## config.mk

```make
export PLATFORM = sky130hd
export DESIGN_NAME = tenkey_debounce
export DESIGN_NICKNAME = d
export VERILOG_FILES = /design/src/rtl/elelock_pkg.sv /design/src/rtl/tenkey_sync.sv /design/src/rtl/tenkey_debounce.sv
export SDC_FILE = /design/constraint.sdc
export NUM_CORES = 1
export LEC_CHECK = 0
export CELL_PAD_IN_SITES_DETAIL_PLACEMENT = 1
export CELL_PAD_IN_SITES_GLOBAL_PLACEMENT = 2
export CORE_UTILIZATION = 40
export DETAILED_ROUTE_END_ITERATION = 12
export HOLD_SLACK_MARGIN = 0.12
export PLACE_DENSITY_LB_ADDON = 0.05
export SLEW_MARGIN = 30
export SYNTH_ARGS = -nofsm -noshare
export SYNTH_HDL_FRONTEND = slang
export SYNTH_HIERARCHICAL = 1
export SYNTH_SLANG_ARGS = --single-unit
```

## constraint.sdc

```tcl
create_clock -name clk -period 4.4 [get_ports clk]
set_input_delay 0.44 -clock clk [delete_from_list [all_inputs] [get_ports clk]]
set_output_delay 0.44 -clock clk [all_outputs]
set_load 0.05 [all_outputs]
```

## src/rtl/elelock_pkg.sv

```systemverilog
// Shared definitions for the electronic lock: key bus width, keypad
// conditioning states and small key-vector helpers.
package elelock_pkg;

    localparam int KEY_W = 10;

    typedef enum logic [1:0] {
        TK_IDLE     = 2'd0,
        TK_DEBOUNCE = 2'd1,
        TK_PRESSED  = 2'd2,
        TK_RELEASE  = 2'd3
    } tk_state_t;

    function automatic logic is_onehot(input logic [KEY_W-1:0] v);
        return (v != '0) && ((v & (v - KEY_W'(1))) == '0);
    endfunction

    // True when two or more keys are down at once.
    function automatic logic is_multi(input logic [KEY_W-1:0] v);
        return (v & (v - KEY_W'(1))) != '0;
    endfunction

endpackage

```

## src/rtl/tenkey_sync.sv

```systemverilog
// Two-flop synchroniser for the asynchronous keypad switches; both stages
// clear to zero on reset so no phantom key appears after reset release.
module tenkey_sync #(
    parameter int W = 10
) (
    input  logic         clk,
    input  logic         rst_n,
    input  logic [W-1:0] d,
    output logic [W-1:0] q
);

    logic [W-1:0] meta;

    always_ff @(posedge clk or negedge rst_n) begin
        if (!rst_n) begin
            meta <= '0;
            q    <= '0;
        end else begin
            meta <= d;
            q    <= meta;
        end
    end

endmodule

```

## src/rtl/tenkey_debounce.sv

```systemverilog
// Keypad front end: synchronises and debounces the ten raw switches and
// presents a clean one-hot key plus a single strobe per accepted press.
module tenkey_debounce
    import elelock_pkg::*;
#(
    parameter int DEBOUNCE_CYCLES = 16,
    parameter int CNT_W           = $clog2(DEBOUNCE_CYCLES)
) (
    input  logic             clk,
    input  logic             rst_n,
    input  logic [KEY_W-1:0] sw_raw,
    output logic [KEY_W-1:0] tenkey,
    output logic             key_pulse,
    output logic             multi_err
);

    localparam logic [CNT_W-1:0] CNT_LAST = CNT_W'(DEBOUNCE_CYCLES - 1);

    logic [KEY_W-1:0] sync;
    tk_state_t        state;
    tk_state_t        state_nxt;
    logic [CNT_W-1:0] cnt;
    logic [CNT_W-1:0] cnt_nxt;
    logic [KEY_W-1:0] cand;
    logic [KEY_W-1:0] cand_nxt;
    logic [KEY_W-1:0] tenkey_nxt;
    logic             key_pulse_nxt;
    logic             cnt_done;
    logic             sync_is_cand;

    tenkey_sync #(.W(KEY_W)) u_sync (
        .clk   (clk),
        .rst_n (rst_n),
        .d     (sw_raw),
        .q     (sync)
    );

    assign cnt_done     = (cnt == CNT_LAST);
    assign sync_is_cand = (sync == cand);

    always_comb begin
        state_nxt     = state;
        cnt_nxt       = cnt;
        cand_nxt      = cand;
        tenkey_nxt    = tenkey;
        key_pulse_nxt = 1'b0;
        case (state)
            TK_IDLE: begin
                tenkey_nxt = '0;
                if (is_onehot(sync)) begin
                    cand_nxt  = sync;
                    cnt_nxt   = '0;
                    state_nxt = TK_DEBOUNCE;
                end
            end
            TK_DEBOUNCE: begin
                tenkey_nxt = '0;
                if (!sync_is_cand) begin
                    cnt_nxt   = '0;
                    state_nxt = TK_IDLE;
                end else if (cnt_done) begin
                    tenkey_nxt    = cand;
                    key_pulse_nxt = 1'b1;
                    cnt_nxt       = '0;
                    state_nxt     = TK_PRESSED;
                end else begin
                    cnt_nxt = cnt + CNT_W'(1);
                end
            end
            TK_PRESSED: begin
                tenkey_nxt = cand;
                if (!sync_is_cand) begin
                    cnt_nxt   = '0;
                    state_nxt = TK_RELEASE;
                end
            end
            TK_RELEASE: begin
                // The key stays visible until a clean, fully counted release.
                tenkey_nxt = cand;
                if (sync_is_cand) begin
                    state_nxt = TK_PRESSED;
                end else if (sync == '0) begin
                    if (cnt_done) begin
                        tenkey_nxt = '0;
                        cnt_nxt    = '0;
                        state_nxt  = TK_IDLE;
                    end else begin
                        cnt_nxt = cnt + CNT_W'(1);
                    end
                end else begin
                    cnt_nxt = '0;
                end
            end
            default: begin
                tenkey_nxt = '0;
                cnt_nxt    = '0;
                cand_nxt   = '0;
                state_nxt  = TK_IDLE;
            end
        endcase
    end

    always_ff @(posedge clk or negedge rst_n) begin
        if (!rst_n) begin
            state     <= TK_IDLE;
            cnt       <= '0;
            cand      <= '0;
            tenkey    <= '0;
            key_pulse <= 1'b0;
            multi_err <= 1'b0;
        end else begin
            state     <= state_nxt;
            cnt       <= cnt_nxt;
            cand      <= cand_nxt;
            tenkey    <= tenkey_nxt;
            key_pulse <= key_pulse_nxt;
            multi_err <= is_multi(sync);
        end
    end

endmodule
```

==> impl_metrics.py, run 1 <==
metrics = {
    "critical_path": {
        "timing.critical_path.buf_inv": 0,
        "r2r_cells": 5,
        "arrival_ns": 2.35,
        "path_cells": "xor2_1, nor4_2, and3_1, o21ai_0, a221o_1",
        "endpoint_kind": "flip-flop",
        "cp.required_ns": 4.59,
        "cpPeakStageDelay_ns": 0.47,
        "r2r_end": "cnt[1]",
        "crit_family": "simple AND/OR/NAND/NOR gates",
        "path_class": "flip-flop to flip-flop",
        "crit_fanout": 7,
        "reg2reg_slack_ns": 2.23,
        "rr_startpoint": "u_sync/q[3]",
        "crit_path_top_delay_cell": "dfrtp_1",
        "startpoint_type": "flip-flop",
    },
    "placed_design": {
        "placed_cell_area_um2": 2281,
        "hpwl_um": 2670,
        "io_buffers": 23,
        "dpl.cell_count": 241,
        "place_congestion": 0.7744,
    },
    "cells_and_area": {
        "seqCellArea_um2": 1201,
        "fin_nets": 194,
        "drive_gt1_share_pct": 15.93,
        "area_growth_pct": 16.87,
        "postLayoutCellArea_um2": 2366,
        "final_cells": 249,
        "multi_input_area_um2": 764.5,
        "insertedDiodeCount": 0,
        "fill_cells": 496,
    },
    "sta": {
        "hold_viol": 0,
        "timing.hold.ws_ns": 0.1362,
        "tightest_slew_ns": 0.5809,
        "min_period_over_period_pct": 49.23,
        "rsz0062_at_grt": "no",
        "finalSetupTns_ns": 0,
        "fmax_mhz": 461.7,
        "setup_violations": 0,
        "skew_ns": 0.009328,
        "slew_headroom_pct": 61.28,
        "drv_slew": 0,
        "period_minus_slack_ns": 2.166,
    },
    "synth": {
        "synth-seq-area-share_pct": 59.33,
        "ys_ff_latch": 48,
        "syn_inst": 157,
        "yosysWarningCount": 6,
        "netlist_area_um2": 2024,
        "synth.most_common_cell": "dfrtp_1",
        "synth-edff-count": 0,
        "synth_cell_types": 39,
        "yosys.area.top_type": "dfrtp_1",
        "synth_fp_nets": 170,
        "yosysTopAreaCellShare_pct": 59.33,
        "synth_area_leaders": "dfrtp_1, mux2_2, xor2_1",
        "async_flop_share_pct": 100.0,
        "yosys-top-cells-count": "dfrtp_1, and2_1, nand2_1",
        "syn_area_per_cell_um2": 12.89,
        "synthFlopType": "dfrtp_1",
    },
    "power_and_ir_drop": {
        "switching_share_pct": 26.45,
        "p_sw_mw": 0.2247,
        "p_per_area_nw_per_um2": 359.1,
        "p_leak_nw": 1.031,
        "ir_worst_vdd_mv": 0.1691,
        "clkPwrFrac_pct": 30.2,
        "pwr-share-seq_pct": 59.5,
        "combPwrFrac_pct": 10.3,
        "p_int_mw": 0.6249,
    },
    "clock_network": {
        "ctsHoldBuffers": 0,
        "clk_pin_slew_ns": 0.09,
        "clk_path_buf_depth": 2,
        "cts_root_buffer": "clkbuf_8",
        "cts_buffers": 5,
        "cts_tree": "built",
        "cts.repair.resized": 0,
        "insertion_delay_ns": 0.30,
        "htreeDepth": 2,
        "cts_setup_buffers": 0,
        "cts.sinks": 48,
    },
    "routing": {
        "drcViolationCount": 0,
        "drt-initial-drc-count": 44,
        "routed_wl_um": 3776,
        "post_drt_wl_per_cell_um": 15.16,
        "vias": 1264,
        "drtPass1Iterations": 4,
        "viasPerCell": 5.076,
        "postRouteAntennaNets": 0,
    },
    "status": {
        "status": "completed",
    },
    "floorplan": {
        "dieArea_um2": 5349,
        "die_w_um": 73.14,
        "die_y_um": 73.14,
        "floorplan.rows": 25,
        "io_pins": 24,
        "core_um2": 4786,
        "initial_core_util_pct": 42.30,
    },
    "global_route": {
        "grt_max_degree": 49,
        "grt_pass1_vias": 1328,
        "grt-ovfl-total": 0,
        "grt.total_usage_pct": 16.70,
        "antenna_found_initial": 0,
        "grt_first_pass_wirelength_um": 6568,
    },
    "worst_hold_path": {
        "hp-class": "input pin to async pin",
    },
    "job": {
        "maxCapViolCount": 0,
    },
}
## worst register-to-register path, stage by stage, from the launching register on
cell and delay (ns):
dfrtp_1 0.47, xor2_1 0.20, nor4_2 0.44, and3_1 0.43, o21ai_0 0.18, a221o_1 0.34
## worst max path at each step
| stage | end | cells past startpoint | from |
|---|---|---|---|
| 2_1_floorplan | tenkey[0] | 7 | u_sync/q[0] |
| 3_3_place_gp | cnt[1] | 5 | u_sync/q[3] |
| 3_5_place_dp | cnt[1] | 5 | u_sync/q[3] |
| 4_1_cts | cnt[1] | 5 | u_sync/q[3] |
| 5_1_grt | cnt[1] | 5 | u_sync/q[3] |
| 6_report | cnt[1] | 5 | u_sync/q[3] |
## sequential cells by signal (all words and copies together) (netlist names), named ones only
register     cells
multi_err        1
cand            10
tenkey          10
u_sync/meta     10
key_pulse        1
cnt              4
state            1
u_sync/q        10
## power by group through the flow
stage | clock network, mW | registers (mW) | logic (mW)
CTS | 0.269 | 0.506 | 0.0897
floorplan | 0 | 0.499 | 0.0689
finish | 0.256 | 0.506 | 0.0876
global placement | 0 | 0.513 | 0.0862
detailed placement | 0 | 0.515 | 0.0893
global route | 0.283 | 0.512 | 0.0971
## per-stage QoR
stage | power [mW] | util (%) | setup WS [ns]
3_5_place_dp | 0.6039 | 47.66 | 2.208
4_1_cts | 0.8640 | 49.44 | 2.203
3_3_place_gp | 0.5995 | 47.61 | 2.219
2_1_floorplan | 0.5674 | - | 2.602
6_report | 0.8496 | 49.44 | 2.234
5_1_grt | 0.8928 | 49.44 | 2.094
## layer usage
metal	global-route usage, %	wire length, µm	share of wire [%]
met4	7.190	70	1.9
met1	22.05	1761	47
met2	26.44	1815	48
met5	0	0	0
met3	3.729	129	3.4
## cell usage in the layout (no fill, tap or decap), types with 4 or more instances in the layout
cell and instances:
and2_1 11, mux2_2 10, clkbuf_8 5, xor2_1 10, nand4_1 4, nand2_1 11, nand3_1 5, clkdlybuf4s50_1 22
dfrtp_1 48, nor2_1 7
## cell families after synthesis
group	share of synthesized area (%)
AO/OA/AOI/OAI	9.086
XOR/XNOR	4.326
adder cells (fa/ha/maj)	0.6179
buffers and inverters	2.904
flip-flops	59.33
multiplexers	7.046
AND/OR/NAND/NOR	16.69
## area by class of cell
type / count / share of cell area [%]
repair buffers: 23 / 9.625
clock inverters: 1 / 0.3702
clock buffers: 7 / 3.226
inverters: 1 / 0.1586
flip-flops and latches: 48 / 50.77
multi-input cells: 102 / 32.31
well taps: 67 / 3.543
Power figures use the tool's default switching activity.
==> run 2: changes to the inputs <==
--- a/config.mk
+++ b/config.mk
@@ -7,7 +7,7 @@
 export LEC_CHECK = 0
 export CELL_PAD_IN_SITES_DETAIL_PLACEMENT = 1
 export CELL_PAD_IN_SITES_GLOBAL_PLACEMENT = 2
-export CORE_UTILIZATION = 40
+export CORE_UTILIZATION = 34
 export DETAILED_ROUTE_END_ITERATION = 12
 export HOLD_SLACK_MARGIN = 0.12
 export PLACE_DENSITY_LB_ADDON = 0.05
==> constraint.sdc (replaced) <==
create_clock -name clk -period 1.89 [get_ports clk]
set_input_delay 0.189 -clock clk [delete_from_list [all_inputs] [get_ports clk]]
set_output_delay 0.189 -clock clk [all_outputs]
set_load 0.05 [all_outputs]
==> run 2 against run 1 <==
Against the previous run:
- worst setup slack worse by 2.2 ns
- critical path depth is 2 higher
- highest routed layer unchanged
- register-to-register slack worse by 2.2 ns
- clock power grew to 2.5 times the previous value
- power is 140% higher
- cell count is 12% higher
- combinational power grew to 3.3 times the previous value
- cell area is 11% higher
- non-clock buffer count is 26 higher
- routed wire length is 8.6% higher
- global-route usage is 1.6 points lower
==> impl_metrics.py, run 2 (synthesized netlist as in run 1, its figures left out) <==
metrics = {
    "status": {
        "status": "completed",
    },
    "routing": {
        "drcViolationCount": 0,
        "post_drt_wl_per_cell_um": 14.64,
        "viasPerCell": 4.911,
        "routed_wl_um": 4100,
        "vias": 1375,
        "postRouteAntennaNets": 0,
        "drtPass1Iterations": 4,
        "drt-initial-drc-count": 113,
    },
    "floorplan": {
        "floorplan.rows": 27,
        "die_w_um": 79.17,
        "initial_core_util_pct": 36.10,
        "die_y_um": 79.17,
        "dieArea_um2": 6267,
        "io_pins": 24,
        "core_um2": 5608,
    },
    "sta": {
        "period_minus_slack_ns": 1.876,
        "finalSetupTns_ns": 0,
        "rsz0062_at_grt": "yes",
        "fmax_mhz": 533.1,
        "setup_violations": 0,
        "drv_slew": 0,
        "skew_ns": 0.005954,
        "timing.hold.ws_ns": 0.3218,
        "hold_viol": 0,
        "min_period_over_period_pct": 99.24,
        "slew_headroom_pct": 60.41,
        "tightest_slew_ns": 0.5939,
    },
    "cells_and_area": {
        "final_common_cell": "dfrtp_1",
        "area_growth_pct": 29.36,
        "insertedDiodeCount": 0,
        "fin_nets": 220,
        "mostFrequentLayoutCells": "dfrtp_1, clkdlybuf4s50_1, buf_4",
        "fin_util_pct": 46.70,
        "final_cells": 280,
        "drive_gt1_share_pct": 28.85,
    },
    "clock_network": {
        "htreeDepth": 2,
        "clk_pin_slew_ns": 0.09,
        "cts_tree": "built",
        "clk_path_buf_depth": 2,
        "insertion_delay_ns": 0.30,
        "cts_root_buffer": "clkbuf_8",
        "cts_buffers": 5,
        "cts.sinks": 48,
    },
    "power_and_ir_drop": {
        "ir_worst_vdd_mv": 0.4089,
        "p_leak_nw": 1.170,
        "p_per_area_nw_per_um2": 794.7,
    },
    "global_route": {
        "grt-ovfl-total": 0,
        "antenna_found_initial": 0,
        "grt_pass1_vias": 1450,
        "grt.total_usage_pct": 15.12,
        "grt_max_degree": 49,
        "grt_first_pass_wirelength_um": 7079,
    },
    "critical_path": {
        "path_class": "flip-flop to flip-flop",
        "reg2reg_slack_ns": 0.01,
        "cp.required_ns": 2.07,
        "crit_fanout": 6,
        "rr_startpoint": "u_sync/q[0]",
        "endpoint_kind": "flip-flop",
        "r2r_cells": 7,
        "arrival_ns": 2.06,
        "r2r_end": "cnt[2]",
        "startpoint_type": "flip-flop",
    },
    "placed_design": {
        "hpwl_um": 3005,
        "dpl.cell_count": 268,
        "place_congestion": 0.7770,
        "io_buffers": 23,
    },
    "worst_hold_path": {
        "hp-start": "sw_raw[0]",
        "hold_end": "u_sync/meta[0]",
        "hold-path-cell-count": 1,
        "hp-class": "input pin to flip-flop",
    },
    "job": {
        "maxCapViolCount": 0,
    },
}
run 2: timing repair:
| action | in CTS | in global routing |
|---|---|---|
| resized for setup | 3 | 5 |
| pin swaps | 4 | 6 |
| buffers inserted | 2 | 1 |
| endpoints found under the hold margin | 48 | 0 |
| hold buffers | 1 | 0 |
| setup endpoints to repair | 15 | 16 |
| cloned | 0 | 0 |
run 2: area by class of cell:
class | count | area (µm²)
fill | 620 | 2989
sequential | 48 | 1202
multi-input combinational | 102 | 782.0
timing repair buffer | 49 | 442.9
tap | 72 | 90.09
clock buffer | 6 | 82.58
clock inverter | 2 | 15.01
inverter | 1 | 3.754
run 2: through the flow:
stage,setup WS (ns),total power [mW],cell area [µm²]
6_report,0.01435,2.081,2619
5_1_grt,-0.08618,2.185,2619
4_1_cts,0.0009608,2.105,2591
3_5_place_dp,-0.05587,1.446,2462
3_3_place_gp,-0.009887,1.441,2462
2_1_floorplan,0.09195,1.321,2024
run 2: how the worst max path moves through the flow:
stage                startpoint   endpoint  slack, ns  cells after the start
global placement    u_sync/q[0]     cnt[1]      -0.01                      6
floorplan           u_sync/q[0]  tenkey[0]       0.09                      7
global route        u_sync/q[0]     cnt[2]      -0.09                      7
detailed placement  u_sync/q[0]     cnt[3]      -0.06                      7
finish              u_sync/q[0]     cnt[2]       0.01                      7
CTS                 u_sync/q[6]     cnt[3]      0.001                      7
run 2: critical path, stage by stage, from the launching register on:
cell	delay [ns]
dfrtp_1	0.43
nor4_4	0.28
buf_4	0.18
a21boi_2	0.08
o21ai_2	0.16
buf_4	0.14
a21boi_1	0.11
o32a_1	0.39
run 2: where the power goes:
| part | total, mW | internal (mW) | switching (mW) | leakage [nW] |
|---|---|---|---|---|
| Clock | 0.640 | 0.296 | 0.343 | 0.0434 |
| Combinational | 0.292 | 0.137 | 0.155 | 0.517 |
| Sequential | 1.15 | 1.09 | 0.0564 | 0.610 |
run 2: metal layers:
layer	up-vias	GRT usage, %	share of wire [%]
met4	0	6.000	1.1
met1	688	19.37	46
met5	-	0	0
met3	5	3.563	3.8
li1	651	-	-
met2	31	24.57	49
==> run 3: changes to the inputs <==
--- a/config.mk
+++ b/config.mk
@@ -11,6 +11,7 @@
 export DETAILED_ROUTE_END_ITERATION = 12
 export HOLD_SLACK_MARGIN = 0.12
 export PLACE_DENSITY_LB_ADDON = 0.05
+export SKIP_LAST_GASP = 1
 export SLEW_MARGIN = 30
 export SYNTH_ARGS = -nofsm -noshare
 export SYNTH_HDL_FRONTEND = slang
==> results of run 3 <==
Same layout as run 2: the final DEF is identical, and so are final timing and power.
